[src/rtl/wam_pkg.sv]
// Shared definitions for the multi-hole whack-a-mole core: game state
// encodings, LFSR constants and the index-to-one-hot helper.
package wam_pkg;

  typedef enum logic [2:0] {
    ST_IDLE  = 3'd0,
    ST_SPAWN = 3'd1,
    ST_UP    = 3'd2,
    ST_GAP   = 3'd3,
    ST_END   = 3'd4
  } state_t;

  localparam int          LFSR_W    = 16;
  localparam logic [15:0] LFSR_SEED = 16'hACE1;
  // Fibonacci taps at positions 16,14,13,11 (bits 15,13,12,10)
  localparam logic [15:0] LFSR_TAPS = 16'hB400;

  localparam int MAX_HOLES = 16;
  localparam int MAX_IDX_W = 4;

  function automatic logic [MAX_HOLES-1:0] onehot(input logic [MAX_IDX_W-1:0] idx);
    return {{(MAX_HOLES-1){1'b0}}, 1'b1} << idx;
  endfunction

endpackage

[src/rtl/wam_debouncer.sv]
// One button channel: 2-flop synchroniser, stability counter and a
// one-cycle press pulse on each accepted rising edge. A button that is
// already held when reset is released never produces a press until it
// has been seen released.
module wam_debouncer #(
  parameter int DEB_CYCLES = 1000000
) (
  input  logic clk,
  input  logic reset,
  input  logic raw,
  output logic press
);

  localparam int               CNT_W    = (DEB_CYCLES > 1) ? $clog2(DEB_CYCLES) : 1;
  localparam logic [CNT_W-1:0] CNT_LAST = CNT_W'(DEB_CYCLES - 1);

  logic             sync_p0, sync_p1;
  logic             arm_p0, arm_p1;
  logic             level;
  logic             blocked;
  logic [CNT_W-1:0] cnt;

  // Two-flop synchroniser for the asynchronous raw button
  always_ff @(posedge clk or posedge reset) begin
    if (reset) begin
      sync_p0 <= 1'b0;
      sync_p1 <= 1'b0;
    end else begin
      sync_p0 <= raw;
      sync_p1 <= sync_p0;
    end
  end

  // Marks when the synchroniser holds real input samples after reset
  always_ff @(posedge clk or posedge reset) begin
    if (reset) begin
      arm_p0 <= 1'b0;
      arm_p1 <= 1'b0;
    end else begin
      arm_p0 <= 1'b1;
      arm_p1 <= arm_p0;
    end
  end

  // Stability counter, debounced level and press pulse generation
  always_ff @(posedge clk or posedge reset) begin
    if (reset) begin
      level   <= 1'b0;
      press   <= 1'b0;
      cnt     <= '0;
      blocked <= 1'b1;
    end else begin
      press <= 1'b0;
      if (arm_p1 && !sync_p1) blocked <= 1'b0;
      if (sync_p1 == level) begin
        cnt <= '0;
      end else if (cnt == CNT_LAST) begin
        cnt   <= '0;
        level <= sync_p1;
        press <= sync_p1 & ~blocked;
      end else begin
        cnt <= cnt + CNT_W'(1);
      end
    end
  end

endmodule

[src/rtl/whack_a_mole_multi.sv]
// Multi-hole whack-a-mole game core: per-button debouncing, LFSR mole
// placement, programmable up/gap timers, saturating score, lives and
// one-cycle hit/miss pulses.
module whack_a_mole_multi
  import wam_pkg::*;
#(
  parameter int NUM_HOLES   = 4,
  parameter int SCORE_W     = 8,
  parameter int LIVES_W     = 4,
  parameter int LIVES_INIT  = 3,
  parameter int DEB_CYCLES  = 1000000,
  parameter int MOLE_CYCLES = 50000000,
  parameter int GAP_CYCLES  = 10000000
) (
  input  logic                 clk,
  input  logic                 reset,
  input  logic                 start,
  input  logic [NUM_HOLES-1:0] buttons,
  output logic [NUM_HOLES-1:0] mole,
  output logic [SCORE_W-1:0]   score,
  output logic [LIVES_W-1:0]   lives,
  output logic [2:0]           state,
  output logic                 hit_pulse,
  output logic                 miss_pulse
);

  localparam int IDX_W   = $clog2(NUM_HOLES);
  localparam int TMR_MAX = (MOLE_CYCLES > GAP_CYCLES) ? MOLE_CYCLES : GAP_CYCLES;
  localparam int TMR_W   = $clog2(TMR_MAX + 1);

  localparam logic [TMR_W-1:0]   MOLE_LOAD  = TMR_W'(MOLE_CYCLES - 1);
  localparam logic [TMR_W-1:0]   GAP_LOAD   = TMR_W'(GAP_CYCLES - 1);
  localparam logic [LIVES_W-1:0] LIVES_LOAD = LIVES_W'(LIVES_INIT);

  state_t               st;
  logic [NUM_HOLES-1:0] press;
  logic [LFSR_W-1:0]    lfsr;
  logic [TMR_W-1:0]     timer;
  logic [IDX_W-1:0]     prev_idx;
  logic                 prev_vld;
  logic                 start_q;
  logic                 start_rise;
  logic                 wrong;
  logic                 correct;
  logic                 last_life;
  logic [IDX_W-1:0]     rand_idx;
  logic [IDX_W-1:0]     spawn_idx;

  function automatic logic [SCORE_W-1:0] sat_inc(input logic [SCORE_W-1:0] v);
    return (v == {SCORE_W{1'b1}}) ? v : v + SCORE_W'(1);
  endfunction

  function automatic logic [LIVES_W-1:0] sat_dec(input logic [LIVES_W-1:0] v);
    return (v == '0) ? v : v - LIVES_W'(1);
  endfunction

  for (genvar i = 0; i < NUM_HOLES; i++) begin : g_deb
    wam_debouncer #(.DEB_CYCLES(DEB_CYCLES)) u_deb (
      .clk   (clk),
      .reset (reset),
      .raw   (buttons[i]),
      .press (press[i])
    );
  end

  assign start_rise = start & ~start_q;
  assign wrong      = |(press & ~mole);
  assign correct    = |(press & mole);
  assign last_life  = (lives == LIVES_W'(1));
  assign rand_idx   = lfsr[IDX_W-1:0];
  // Never show the same hole twice in a row
  assign spawn_idx  = (prev_vld && (rand_idx == prev_idx)) ? rand_idx + IDX_W'(1) : rand_idx;
  assign state      = st;

  // Free-running placement LFSR, also advancing while idle
  always_ff @(posedge clk or posedge reset) begin
    if (reset) lfsr <= LFSR_SEED;
    else       lfsr <= {lfsr[LFSR_W-2:0], ^(lfsr & LFSR_TAPS)};
  end

  // Start level history for rising-edge detection
  always_ff @(posedge clk or posedge reset) begin
    if (reset) start_q <= 1'b0;
    else       start_q <= start;
  end

  // Game FSM with registered mole, score, lives, timer and pulses
  always_ff @(posedge clk or posedge reset) begin
    if (reset) begin
      st         <= ST_IDLE;
      mole       <= '0;
      score      <= '0;
      lives      <= LIVES_LOAD;
      hit_pulse  <= 1'b0;
      miss_pulse <= 1'b0;
      timer      <= '0;
      prev_idx   <= '0;
      prev_vld   <= 1'b0;
    end else begin
      hit_pulse  <= 1'b0;
      miss_pulse <= 1'b0;
      case (st)
        ST_IDLE, ST_END: begin
          mole <= '0;
          if (start_rise) begin
            score <= '0;
            lives <= LIVES_LOAD;
            st    <= ST_SPAWN;
          end
        end
        ST_SPAWN: begin
          mole     <= NUM_HOLES'(onehot(MAX_IDX_W'(spawn_idx)));
          prev_idx <= spawn_idx;
          prev_vld <= 1'b1;
          timer    <= MOLE_LOAD;
          st       <= ST_UP;
        end
        ST_UP: begin
          if (wrong) begin
            // Wrong hole costs a life; the mole and its timer carry on
            lives      <= sat_dec(lives);
            miss_pulse <= 1'b1;
            timer      <= (timer == '0) ? timer : timer - TMR_W'(1);
            if (last_life) begin
              mole <= '0;
              st   <= ST_END;
            end
          end else if (correct) begin
            score     <= sat_inc(score);
            hit_pulse <= 1'b1;
            mole      <= '0;
            timer     <= GAP_LOAD;
            st        <= ST_GAP;
          end else if (timer == '0) begin
            lives      <= sat_dec(lives);
            miss_pulse <= 1'b1;
            mole       <= '0;
            timer      <= GAP_LOAD;
            st         <= last_life ? ST_END : ST_GAP;
          end else begin
            timer <= timer - TMR_W'(1);
          end
        end
        ST_GAP: begin
          mole <= '0;
          if (timer == '0) st <= ST_SPAWN;
          else             timer <= timer - TMR_W'(1);
        end
        default: begin
          mole <= '0;
          st   <= ST_IDLE;
        end
      endcase
    end
  end

endmodule

[config.mk]
export PLATFORM = sky130hd
export DESIGN_NAME = whack_a_mole_multi
export DESIGN_NICKNAME = d
export VERILOG_FILES = /design/src/rtl/wam_pkg.sv /design/src/rtl/wam_debouncer.sv /design/src/rtl/whack_a_mole_multi.sv
export SDC_FILE = /design/constraint.sdc
export NUM_CORES = 1
export LEC_CHECK = 0
export ABC_AREA = 1
export BUFFER_PORTS_ARGS = -buffer_cell sky130_fd_sc_hd__buf_2
export CAP_MARGIN = 40
export CORE_MARGIN = 10
export CORE_UTILIZATION = 40
export CTS_BUF_LIST = sky130_fd_sc_hd__clkbuf_4
export CTS_CLUSTER_DIAMETER = 50
export DETAILED_ROUTE_END_ITERATION = 12
export GPL_ROUTABILITY_DRIVEN = 0
export SYNTH_ARGS = -nofsm -noshare
export SYNTH_HDL_FRONTEND = slang
export SYNTH_SLANG_ARGS = --single-unit
export TNS_END_PERCENT = 5
[constraint.sdc]
create_clock -name clk -period 18.8 [get_ports clk]
set_input_delay 4.7 -clock clk [delete_from_list [all_inputs] [get_ports clk]]
set_output_delay 4.7 -clock clk [all_outputs]
set_load 0.02 [all_outputs]
==> summary.txt <==
Finish
  – Layout cells sized above 1: 0.112
  – Most common library cell in the layout ignoring fill and taps: nand2_1
  – Final instance count without filler cells: 1438
  – Fillers: 2231
  – P&R area growth vs syn: 9.31%
  – Most frequent cells in the layout: 208 x nand2_1, 186 x nor2_1, 162 x inv_1
  – Post-route cell area: 0.00964 sq mm
  – Nets@finish: 1160

Timing
  – Fin. max-slew vios: 0
  – WHS: 0.361 ns
  – Highest Clock Rate: 167 MHz
  – Slew headroom: 0.482
  – Post-layout min period: 5.99 ns
  – Clock Skew: 0.0277 ns
  – Final Cycle Share: 0.319
  – Setup violations, final: 0
  – PnR worst setup slack: 12.81 ns
  – RSZ-0062 raised after global routing: false
  – Hold Fails Final Rpt: 0
  – Total negative slack: 0 ns
  – Slew @ Worst Pin: 0.777 ns

CTS
  – CTS Buffer Depth: 2
  – H-tree Lvls: 4
  – CTS tree: built
  – Worst-Skew Late Latency: 0.55 ns
  – Root Driver: clkbuf_4
  – Hold_buf cts: 0
  – Setup Buffers After CTS: 0
  – CTS resizes: 0
  – Clock Pin Slew Worst Setup and Hold Paths: 0.14 ns
  – Number of buffers created by CTS: 17
  – Sink Count: 169

Pwr
  – Sw frac: 0.240
  – Clock network power share: 0.387
  – Sw Pwr: 0.151 mW
  – Static leakage: 4.61 nW
  – P per Cell Area: 65.6 mW/mm^2
  – Max VDD drop: 0.0411 mV
  – Internal power: 0.480 mW
  – Seq pwr share: 0.585
  – Combinational Power Share: 0.028

Worst setup path
  – CP Data Required Time: 14.10 ns
  – Critical Path AT: 1.29 ns
  – Crit-path slowest cell: dfstp_2
  – Max incr delay on CP: 0.58 ns
  – Startpoint class of the critical path: flip-flop
  – Worst setup EP type: output pin
  – CP max FO: 3
  – Top delay family on crit path: flip-flops
  – CP Class: reg2out
  – Worst path cell trace: buf_2
  – Worst Path Buf+Inv: 1

Min path
  – Hold crit path type: reg2reg

Routing
  – Avg WL per Cell: 13.4 um
  – DR vias: 6998
  – DRT Wirelength: 19200 um
  – Router iterations before antenna repair: 5
  – ANT nets after route: 0
  – Vias per cell: 4.87
  – DRC Markers: 0
  – DR iter-0 viols: 406

Floorplanning
  – Rows: 54
  – Die outline height: 168 um
  – Die width: 168 um
  – I/O Pins: 28
  – Core area: 0.0218 sq mm
  – Die area: 0.0284 sq mm
  – Starting Density: 0.405

Synthesis
  – Post-Syn Area: 0.00881 sq mm
  – Net count after synthesis: 1120
  – Top post-synthesis cells by area: dfrtp_1 44%, nand2_1 8.9%, nor2_1 7.9%
  – Area leader, netlist: dfrtp_1
  – Post-synth top area share: 0.440
  – Yosys reg bits: 169
  – Mean area per synthesized cell: 7.99 sq um
  – Synthesized netlist cell count: 1103
  – Seq/Total Area, Yosys: 0.482
  – YS warnings: 0
  – Post-synth cell types: 52

Run status
  – Status: complete, no violations

Global routing
  – Vias in the first global route: 6678
  – Largest net degree at the start of global routing: 80
  – Gr ovfl total: 0
  – Global-route wire length before repair: 33100 um
  – Initial antenna violation count: 1
  – Gr usage total: 0.140

Placed design
  – Port Buf Inserts: 27
  – Placed insts: 1404
  – Pre-CTS setup slack: 12.50 ns
  – HPWL after DPL: 14100 um
  – Placed Area: 0.00929 sq mm

Flow run
  – Max-cap violations: 0
[worst register-to-register path, cell delays in order, from the launching register on]
cell	delay, ns
dfrtp_1	0.41
inv_1	0.18
ha_1	0.28
nand3_1	0.10
nor2_1	0.12
nand3_2	0.37
ha_1	0.45
nand3_1	0.07
a32oi_1	0.19
[registers in the layout, indices dropped and copies added (netlist names), 3 cells and up]
name	cells
lives	4
g_deb.u_deb.press	4
g_deb.u_deb.level	4
score	8
timer	26
g_deb.u_deb.sync_p0	4
state	3
g_deb.u_deb.sync_p1	4
g_deb.u_deb.cnt	80
mole	4
g_deb.u_deb.blocked	4
lfsr	16
[layer usage]
| metal | track usage | share of wire |
|---|---|---|
| met1 | 0.191 | 0.49 |
| met2 | 0.220 | 0.47 |
| met3 | 0.0310 | 0.041 |
| met4 | 0.0322 | 0.0069 |
| met5 | 0 | 0 |
[logic make-up after synthesis]
family | Yosys count | share of synthesized area
buffers and inverters | 179 | 0.0789
flip-flops | 169 | 0.482
multiplexers | 2 | 0.00255
AND/OR/NAND/NOR | 599 | 0.313
other | 1 | 0.000425
AO/OA/AOI/OAI | 100 | 0.0663
XOR/XNOR | 43 | 0.0427
adder cells (fa/ha/maj) | 10 | 0.0142
[cell type report]
class | instances | area, sq um | share of cell area
repair buffers | 30 | 178 | 0.0184
diodes | 2 | 5.00 | 0.000519
clock inverters | 15 | 210 | 0.0218
well taps | 280 | 350 | 0.0364
flip-flops and latches | 169 | 4250 | 0.441
clock buffers | 17 | 128 | 0.0132
multi-input cells | 755 | 3870 | 0.402
inverters | 170 | 646 | 0.0670
[power by group through the flow]
stage / logic [mW] / registers [mW] / clock network, mW
6_report: 0.0178 / 0.369 / 0.245
4_1_cts: 0.0187 / 0.369 / 0.256
3_3_place_gp: 0.0177 / 0.376 / 0
2_1_floorplan: 0.0129 / 0.376 / 0
5_1_grt: 0.0210 / 0.370 / 0.272
3_5_place_dp: 0.0187 / 0.376 / 0
[metrics by stage]
step,utilization,power (mW)
finish,0.443,0.632
global route,0.443,0.663
CTS,0.443,0.644
detailed placement,0.427,0.395
global placement,0.426,0.394
floorplan,-,0.388
[final timing paths]
check                      startpoint  slack [ns]                      to  cells after the start
min in group asynchronous       reset        4.12  g_deb[1].u_deb.cnt[17]                      2
max in group asynchronous       reset       13.22  g_deb[2].u_deb.cnt[12]                      4
min                          lfsr[14]        0.36                lfsr[15]                      0
max reg2reg                  timer[0]       16.56                timer[0]                      8
max                          lives[0]       12.81                lives[0]                      1
min reg2reg                  lfsr[14]        0.36                lfsr[15]                      0
[synthesized netlist by cell type (all sizes together)]
cell type and instances:
nor3 35, o21ai 38, nor4 7, a41oi 2, a31o 2, ha 10, a22oi 2, and2 2
mux2 2, clkinv 1, nand4 36, nand3 84, o21a 3, dfstp 14, a21oi 31, nor2 203
nand2 220, a21boi 5, o22ai 6, a211oi 1, inv 169, nand3b 4, clkbuf 2, and3 1
conb 1, buf 7, xnor2 14, a21o 1, o211ai 3, or2 1, nor3b 6, dfrtp 155
xor2 29, a32oi 1, o21bai 5
Note: power is estimated with default switching activity, not from simulation.
